<file path="src/rtl/cnc_pkg.sv">
// Shared constants for the CNC step generator: axis field layout inside a
// segment entry, default timing parameters and the segment state encoding.
package cnc_pkg;

   localparam int DIV_DEF   = 100;
   localparam int TICKS_DEF = 10;
   localparam int PW_DEF    = 50;
   localparam int DIR_W     = 1;

   typedef enum logic {
      IDLE = 1'b0,
      RUN  = 1'b1
   } seg_state_t;

   // Each axis field is a VW-bit magnitude with the direction bit on top.
   function automatic int fld_lo(input int a, input int vw);
      return a * (vw + DIR_W);
   endfunction

   function automatic int fld_dir(input int a, input int vw);
      return a * (vw + DIR_W) + vw;
   endfunction

endpackage

</file>
<file path="src/rtl/seg_fifo.sv">
// Synchronous segment FIFO with occupancy count and a flush that overrides
// push and pop in the same cycle.
module seg_fifo #(
   parameter int WIDTH = 16,
   parameter int DEPTH = 4
) (
   input  logic                         clk,
   input  logic                         rst,
   input  logic                         push,
   input  logic                         pop,
   input  logic                         flush,
   input  logic [WIDTH-1:0]             din,
   output logic [WIDTH-1:0]             dout,
   output logic [$clog2(DEPTH+1)-1:0]   level,
   output logic                         full,
   output logic                         empty
);

   localparam int AW = $clog2(DEPTH);
   localparam int LW = $clog2(DEPTH + 1);

   logic [WIDTH-1:0] mem [DEPTH];
   logic [AW-1:0]    wptr, rptr;
   logic             do_push, do_pop;

   assign full    = (level == LW'(DEPTH));
   assign empty   = (level == '0);
   assign do_push = push && !full && !flush;
   assign do_pop  = pop && !empty && !flush;
   assign dout    = mem[rptr];

   always_ff @(posedge clk or posedge rst) begin
      if (rst) begin
         wptr  <= '0;
         rptr  <= '0;
         level <= '0;
      end else if (flush) begin
         wptr  <= '0;
         rptr  <= '0;
         level <= '0;
      end else begin
         if (do_push) wptr <= wptr + 1'b1;
         if (do_pop)  rptr <= rptr + 1'b1;
         case ({do_push, do_pop})
            2'b10:   level <= level + 1'b1;
            2'b01:   level <= level - 1'b1;
            default: level <= level;
         endcase
      end
   end

   // Storage needs no reset; the pointers define what is valid.
   always_ff @(posedge clk) begin
      if (do_push) mem[wptr] <= din;
   end

endmodule

</file>
<file path="src/rtl/dda_multi_axis_pulse_gen.sv">
// N-axis DDA step generator: segments from a shared FIFO run in lock-step for
// TICKS ticks each; per-axis accumulators emit PW-wide STEP pulses.
module dda_multi_axis_pulse_gen
   import cnc_pkg::*;
#(
   parameter int NAXIS = 2,
   parameter int VW    = 7,
   parameter int NW    = 8,
   parameter int DEPTH = 4,
   parameter int DIV   = DIV_DEF,
   parameter int TICKS = TICKS_DEF,
   parameter int PW    = PW_DEF
) (
   input  logic                        clk,
   input  logic                        rst,
   input  logic [NAXIS*(VW+1)-1:0]     seg_data,
   input  logic                        wr_valid,
   output logic                        wr_ready,
   input  logic [NW-1:0]               n_div,
   input  logic [NAXIS-1:0]            ls,
   output logic [NAXIS-1:0]            step,
   output logic [NAXIS-1:0]            dir,
   output logic [$clog2(DEPTH+1)-1:0]  level,
   output logic                        full,
   output logic                        empty,
   output logic                        busy,
   output logic                        seg_start,
   output logic                        underrun
);

   localparam int SW  = NAXIS * (VW + 1);
   localparam int TW  = (DIV > 1) ? $clog2(DIV) : 1;
   localparam int CW  = (TICKS > 1) ? $clog2(TICKS) : 1;
   localparam int NW1 = NW + 1;

   seg_state_t               state, state_nxt;
   logic [TW-1:0]            tcnt, tcnt_nxt;
   logic [CW-1:0]            scnt;
   logic [NAXIS-1:0][VW-1:0] mag_q;
   logic [NW-1:0]            ndiv_q;
   logic [SW-1:0]            head;
   logic                     tick, lim, push, seg_end, load, dry, ev;
   logic                     fifo_full, fifo_empty;

   assign lim      = |ls;
   assign tick     = (tcnt == TW'(DIV - 1));
   assign tcnt_nxt = tick ? '0 : tcnt + 1'b1;
   assign wr_ready = !fifo_full && !lim;
   assign push     = wr_valid && wr_ready;
   assign seg_end  = (state == RUN) && (scnt == CW'(TICKS - 1));
   assign load     = tick && !lim && !fifo_empty && ((state == IDLE) || seg_end);
   assign dry      = tick && !lim && fifo_empty && seg_end;
   // The closing tick of a segment only evaluates the DDA if a new segment loads.
   assign ev       = tick && !lim && (load || ((state == RUN) && !seg_end));
   assign busy     = (state == RUN);
   assign full     = fifo_full;
   assign empty    = fifo_empty;

   seg_fifo #(.WIDTH(SW), .DEPTH(DEPTH)) u_fifo (
      .clk   (clk),
      .rst   (rst),
      .push  (push),
      .pop   (load),
      .flush (lim),
      .din   (seg_data),
      .dout  (head),
      .level (level),
      .full  (fifo_full),
      .empty (fifo_empty)
   );

   always_ff @(posedge clk or posedge rst) begin
      if (rst) tcnt <= '0;
      else     tcnt <= tcnt_nxt;
   end

   always_comb begin
      state_nxt = state;
      if (lim)       state_nxt = IDLE;
      else if (load) state_nxt = RUN;
      else if (dry)  state_nxt = IDLE;
   end

   always_ff @(posedge clk or posedge rst) begin
      if (rst) begin
         state     <= IDLE;
         scnt      <= '0;
         mag_q     <= '0;
         ndiv_q    <= '0;
         dir       <= '0;
         seg_start <= 1'b0;
         underrun  <= 1'b0;
      end else begin
         state     <= state_nxt;
         seg_start <= load;
         if (lim || dry) begin
            scnt  <= '0;
            mag_q <= '0;
         end else if (load) begin
            scnt   <= '0;
            ndiv_q <= n_div;
            for (int a = 0; a < NAXIS; a++) begin
               mag_q[a] <= head[fld_lo(a, VW) +: VW];
               dir[a]   <= head[fld_dir(a, VW)];
            end
         end else if (tick && (state == RUN)) begin
            scnt <= scnt + 1'b1;
         end
         if (dry)       underrun <= 1'b1;
         else if (push) underrun <= 1'b0;
      end
   end

   for (genvar a = 0; a < NAXIS; a++) begin : g_axis
      logic [VW-1:0] mag_in;
      logic [NW-1:0] nd, acc;
      logic [NW:0]   mag_x, cm, sum;
      logic          hit, pend, stp;

      // On the load tick the new segment's values are used directly.
      assign mag_in = load ? head[fld_lo(a, VW) +: VW] : mag_q[a];
      assign nd     = load ? n_div : ndiv_q;
      assign mag_x  = NW1'(mag_in);
      assign cm     = (mag_x > {1'b0, nd}) ? {1'b0, nd} : mag_x;
      assign sum    = {1'b0, acc} + cm;
      assign hit    = (nd != '0) && (sum >= {1'b0, nd});

      always_ff @(posedge clk or posedge rst) begin
         if (rst) begin
            acc  <= '0;
            pend <= 1'b0;
            stp  <= 1'b0;
         end else if (lim) begin
            acc  <= '0;
            pend <= 1'b0;
            stp  <= 1'b0;
         end else begin
            if (ev) begin
               pend <= hit;
               if (nd != '0) acc <= hit ? NW'(sum - {1'b0, nd}) : sum[NW-1:0];
            end else if (tick) begin
               pend <= 1'b0;
            end
            // Pulse occupies the tail of the period following the decision.
            stp <= pend && (tcnt_nxt >= TW'(DIV - PW));
         end
      end

      assign step[a] = stp;
   end

endmodule

</file>
<file path="config.mk">
export PLATFORM = sky130hd
export DESIGN_NAME = dda_multi_axis_pulse_gen
export DESIGN_NICKNAME = d
export VERILOG_FILES = /design/src/rtl/cnc_pkg.sv /design/src/rtl/seg_fifo.sv /design/src/rtl/dda_multi_axis_pulse_gen.sv
export SDC_FILE = /design/constraint.sdc
export NUM_CORES = 1
export LEC_CHECK = 0
export BUFFER_PORTS_ARGS = -buffer_cell sky130_fd_sc_hd__buf_2
export CELL_PAD_IN_SITES_DETAIL_PLACEMENT = 0
export CELL_PAD_IN_SITES_GLOBAL_PLACEMENT = 1
export CORE_MARGIN = 2
export CORE_UTILIZATION = 50
export DETAILED_ROUTE_END_ITERATION = 16
export PLACE_DENSITY_LB_ADDON = 0.1
export SLEW_MARGIN = 5
export SYNTH_ARGS = -nofsm -noshare
export SYNTH_HDL_FRONTEND = slang
export SYNTH_HIERARCHICAL = 1
export SYNTH_SLANG_ARGS = --single-unit
export TNS_END_PERCENT = 1
</file>
<file path="constraint.sdc">
create_clock -name clk -period 11.4 [get_ports clk]
set_input_delay 1.14 -clock clk [delete_from_list [all_inputs] [get_ports clk]]
set_output_delay 1.14 -clock clk [all_outputs]
set_load 0.1 [all_outputs]
</file>
==> results.toml <==
[status]
run_status = "finished, final reports clean"

[final_layout]
share_of_layout_cells_above_drive_strength_1_pct = 15.8
most_common_cell_after_layout_fill_and_taps_aside = "dfrtp_1"
nNetsFinal = 767
non_filler_instance_count_after_layout = 882
layout.core_utilization_pct = 57.9
fillers = 1183
area_growth_syn_to_layout_pct = 12.4
diodes = 0
most_frequent_cells_in_the_layout = "dfrtp_1, edfxtp_1, nor2_1, ha_1, buf_2"

[place]
placedCellCount = 850
gp_congestion = 0.884
buffer_ports.inserted = 41
hpwlAfterDp_mm = 11.5

[route]
vias = 5109
route.final.wire_length_mm = 16.2
remaining_drc_errors = 0
initialDrtViolationCount = 355
postRouteAntennaNets = 0
drt-vias-per-instance = 5.79
firstDrtPassIters = 4
wl_per_cell_um = 18.4

[worst_setup_path]
criticalPathCategory = "in2reg"
data_required_critical_path_ps = 11710
regToRegStartpoint = "tcnt[2]"
crit_fanout = 43
timing.rr.end = "g_axis[0].acc[7]"
setup.worst_path.start_class = "primary input"
path_depth_of_the_worst_reg2reg_path = 26
timing.critical_path.to_type = "flop"
reg2reg_slack_ps = 3150
crit_arrival_ps = 8870

[yosys]
ys_top_cells_by_area = "edfxtp_1, dfrtp_1, ha_1"
ys.flop_type = "dfrtp_1"
ys_warn_count = 6
mappedNetlistArea_um2 = 7520
synth.top_cell.area_share_pct = 25.6
synth_area_per_cell_um2 = 11.7
synthDominantAreaCellType = "edfxtp_1"
ys_seq_elements = 129
synth-seq-area-share_pct = 47.2
count_of_flip_flops_with_a_built_in_enable_after_synthesis = 64
ys_types = 66
syn_inst = 645
synthArstFlopShare_pct = 50.4

[power]
total_switching_power_uw = 260
p_comb_share_pct = 3.0
total_leakage_power_uw = 0.00359
relative_contribution_of_the_clock_network_to_total_power_pct = 50.4
worst_ir_drop_vdd_v = 0.000150
seq_power_share_pct = 46.6
cell_internal_pwr_uw = 792
switching_fraction_of_total_power_pct = 24.7
p_per_area_nw_per_um2 = 125

[hold_path]
min_path_cells = 1
min-delay-start = "tcnt[0]"
end_point_of_the_most_critical_hold_path = "tcnt[0]"
hold_path.class = "reg2reg"

[clocking]
clock_tree.root_cell = "clkbuf_16"
cts_tree = "yes"
htree_num_levels = 4
later_pin_clock_latency_in_the_skew_report_ps = 420
cts.hold.buffers_added = 0
post-cts-setup-buffer-count = 0
clockBufferDepth = 2
cts-buffers-inserted = 17
post_cts.resized_instances = 0
clock_sinks = 129
worst_setup_hold_path_clk_slew_ps = 70

[sta]
timing_max_transition_violations_final = 0
maxSlewHeadroom_pct = 33.4
setup_tns_ps = 0
rsz0062_at_grt = "no"
timing.final.crit_period_ps = 8560
actual_transition_at_the_worst_max_transition_pin_ps = 971
final.setup_skew_ps = 9.62
hold_violations = 0
fmaxAchievable_ghz = 0.117
min_period_over_period_pct = 75.1
finalHoldWorstSlack_ps = 500
setup_viol = 0

[floorplanning]
die_width_um = 127
die_height_um = 127
initial_core_util_pct = 51.5
rows = 44
core_area_um2 = 14600
boundaryPins = 42
die-area_um2 = 16000

[grt]
via_count_of_the_first_global_routing_pass = 5221
grt_start_max_net_pins = 59
grtUsageTotal_pct = 21.6
global_route.overflow_total = 0
grt_pass1_wl_mm = 26.8
antenna_found_initial = 0

[flow_run]
max_capacitance_violation_count = 0
[cell type report]
class | instances | area, um^2 | share of cell area [%]
Inverter | 41 | 154 | 1.82
Sequential cell | 129 | 3550 | 42.0
Clock buffer | 17 | 425 | 5.04
Timing Repair Buffer | 49 | 265 | 3.14
Tap cell | 184 | 230 | 2.73
Clock inverter | 15 | 166 | 1.97
Multi-Input combinational cell | 447 | 3660 | 43.3
[synth_stat cells, types with 6 or more instances]
cell / n
nand2b_1: 9
inv_1: 40
nor2_1: 50
xnor2_1: 26
nand2_1: 28
xor2_1: 15
and2_1: 6
mux4_2: 10
nor2b_1: 7
clkbuf_1: 11
buf_2: 9
ha_1: 50
edfxtp_1: 64
o21ai_0: 24
a221o_1: 10
dfrtp_1: 65
nor3_1: 13
mux2i_1: 40
nor3b_1: 8
a21oi_1: 29
mux4_1: 6
nand3_1: 14
[state kept, by name, indices dropped and copies added, names as in the netlist, 3 cells and up]
signal,flops
tcnt,7
mag_q,14
ndiv_q,8
u_fifo/mem,64
g_axis.acc,16
scnt,4
u_fifo/level,3
[cells by family (layout without fill, tap and decap cells)]
logic type / after synthesis / in the layout / synth area share, %
XOR/XNOR: 43 / 43 / 5.38
adder cells (fa/ha/maj): 58 / 58 / 9.80
buffers and inverters: 70 / 122 / 4.21
multiplexers: 62 / 62 / 11.3
flip-flops: 129 / 129 / 47.2
other: 1 / 2 / 0.0499
AO/OA/AOI/OAI: 113 / 113 / 10.6
AND/OR/NAND/NOR: 169 / 169 / 11.5
[layer usage]
metal | track usage [%] | vias to the layer above | wire length (um)
met5 | 0 | - | 0
met4 | 6.27 | 0 | 208
met3 | 4.68 | 15 | 708
met2 | 35.8 | 94 | 7970
met1 | 28.7 | 2541 | 7320
li1 | - | 2459 | -
[worst max-delay path by stage]
stage | from | endpoint | slack, ps | depth (start not counted)
after global routing | ls[1] | g_axis[0].acc[7] | 2190 | 27
after global placement | ls[1] | g_axis[0].acc[6] | 2560 | 27
final | ls[1] | g_axis[0].acc[7] | 2840 | 27
after CTS | ls[1] | g_axis[0].acc[6] | 2850 | 27
after floorplan | u_fifo/level[0] | g_axis[0].acc[6] | 3190 | 30
after detailed placement | ls[1] | g_axis[0].acc[6] | 2430 | 27
[critical path, cell delays in order]
cell and delay, ps:
buf_2 100, or4b_1 550, a2111oi_4 330, buf_4 520
mux2i_1 870, inv_1 230, maj3_1 400, nor3_1 140
o311a_1 490, mux2i_1 260, ha_1 190, inv_1 50
fa_1 500, nor2b_1 180, o21ai_0 110, a21boi_0 340
o21a_1 170, nor2_1 50, xnor2_1 220, ha_1 320
nand2_1 80, a21oi_1 40, a211oi_1 270, o31ai_1 160
a2111oi_4 610, nor2_1 140, a221o_1 350
[through the flow]
step	cell area, um^2	setup WS (ps)	total power [uW]
5_1_grt	8450	2190	1090
4_1_cts	8450	2850	1070
6_report	8450	2840	1050
3_5_place_dp	7850	2430	532
2_1_floorplan	7520	3190	519
3_3_place_gp	7850	2560	531
[power by group through the flow]
stage,logic (uW),clock network [uW],registers (uW)
after floorplan,18.3,0,501
after global placement,31.1,0,500
after detailed placement,31.9,0,500
after CTS,32.0,543,491
after global routing,35.5,562,491
final,31.5,530,491
(Power assumes the default switching activity.)
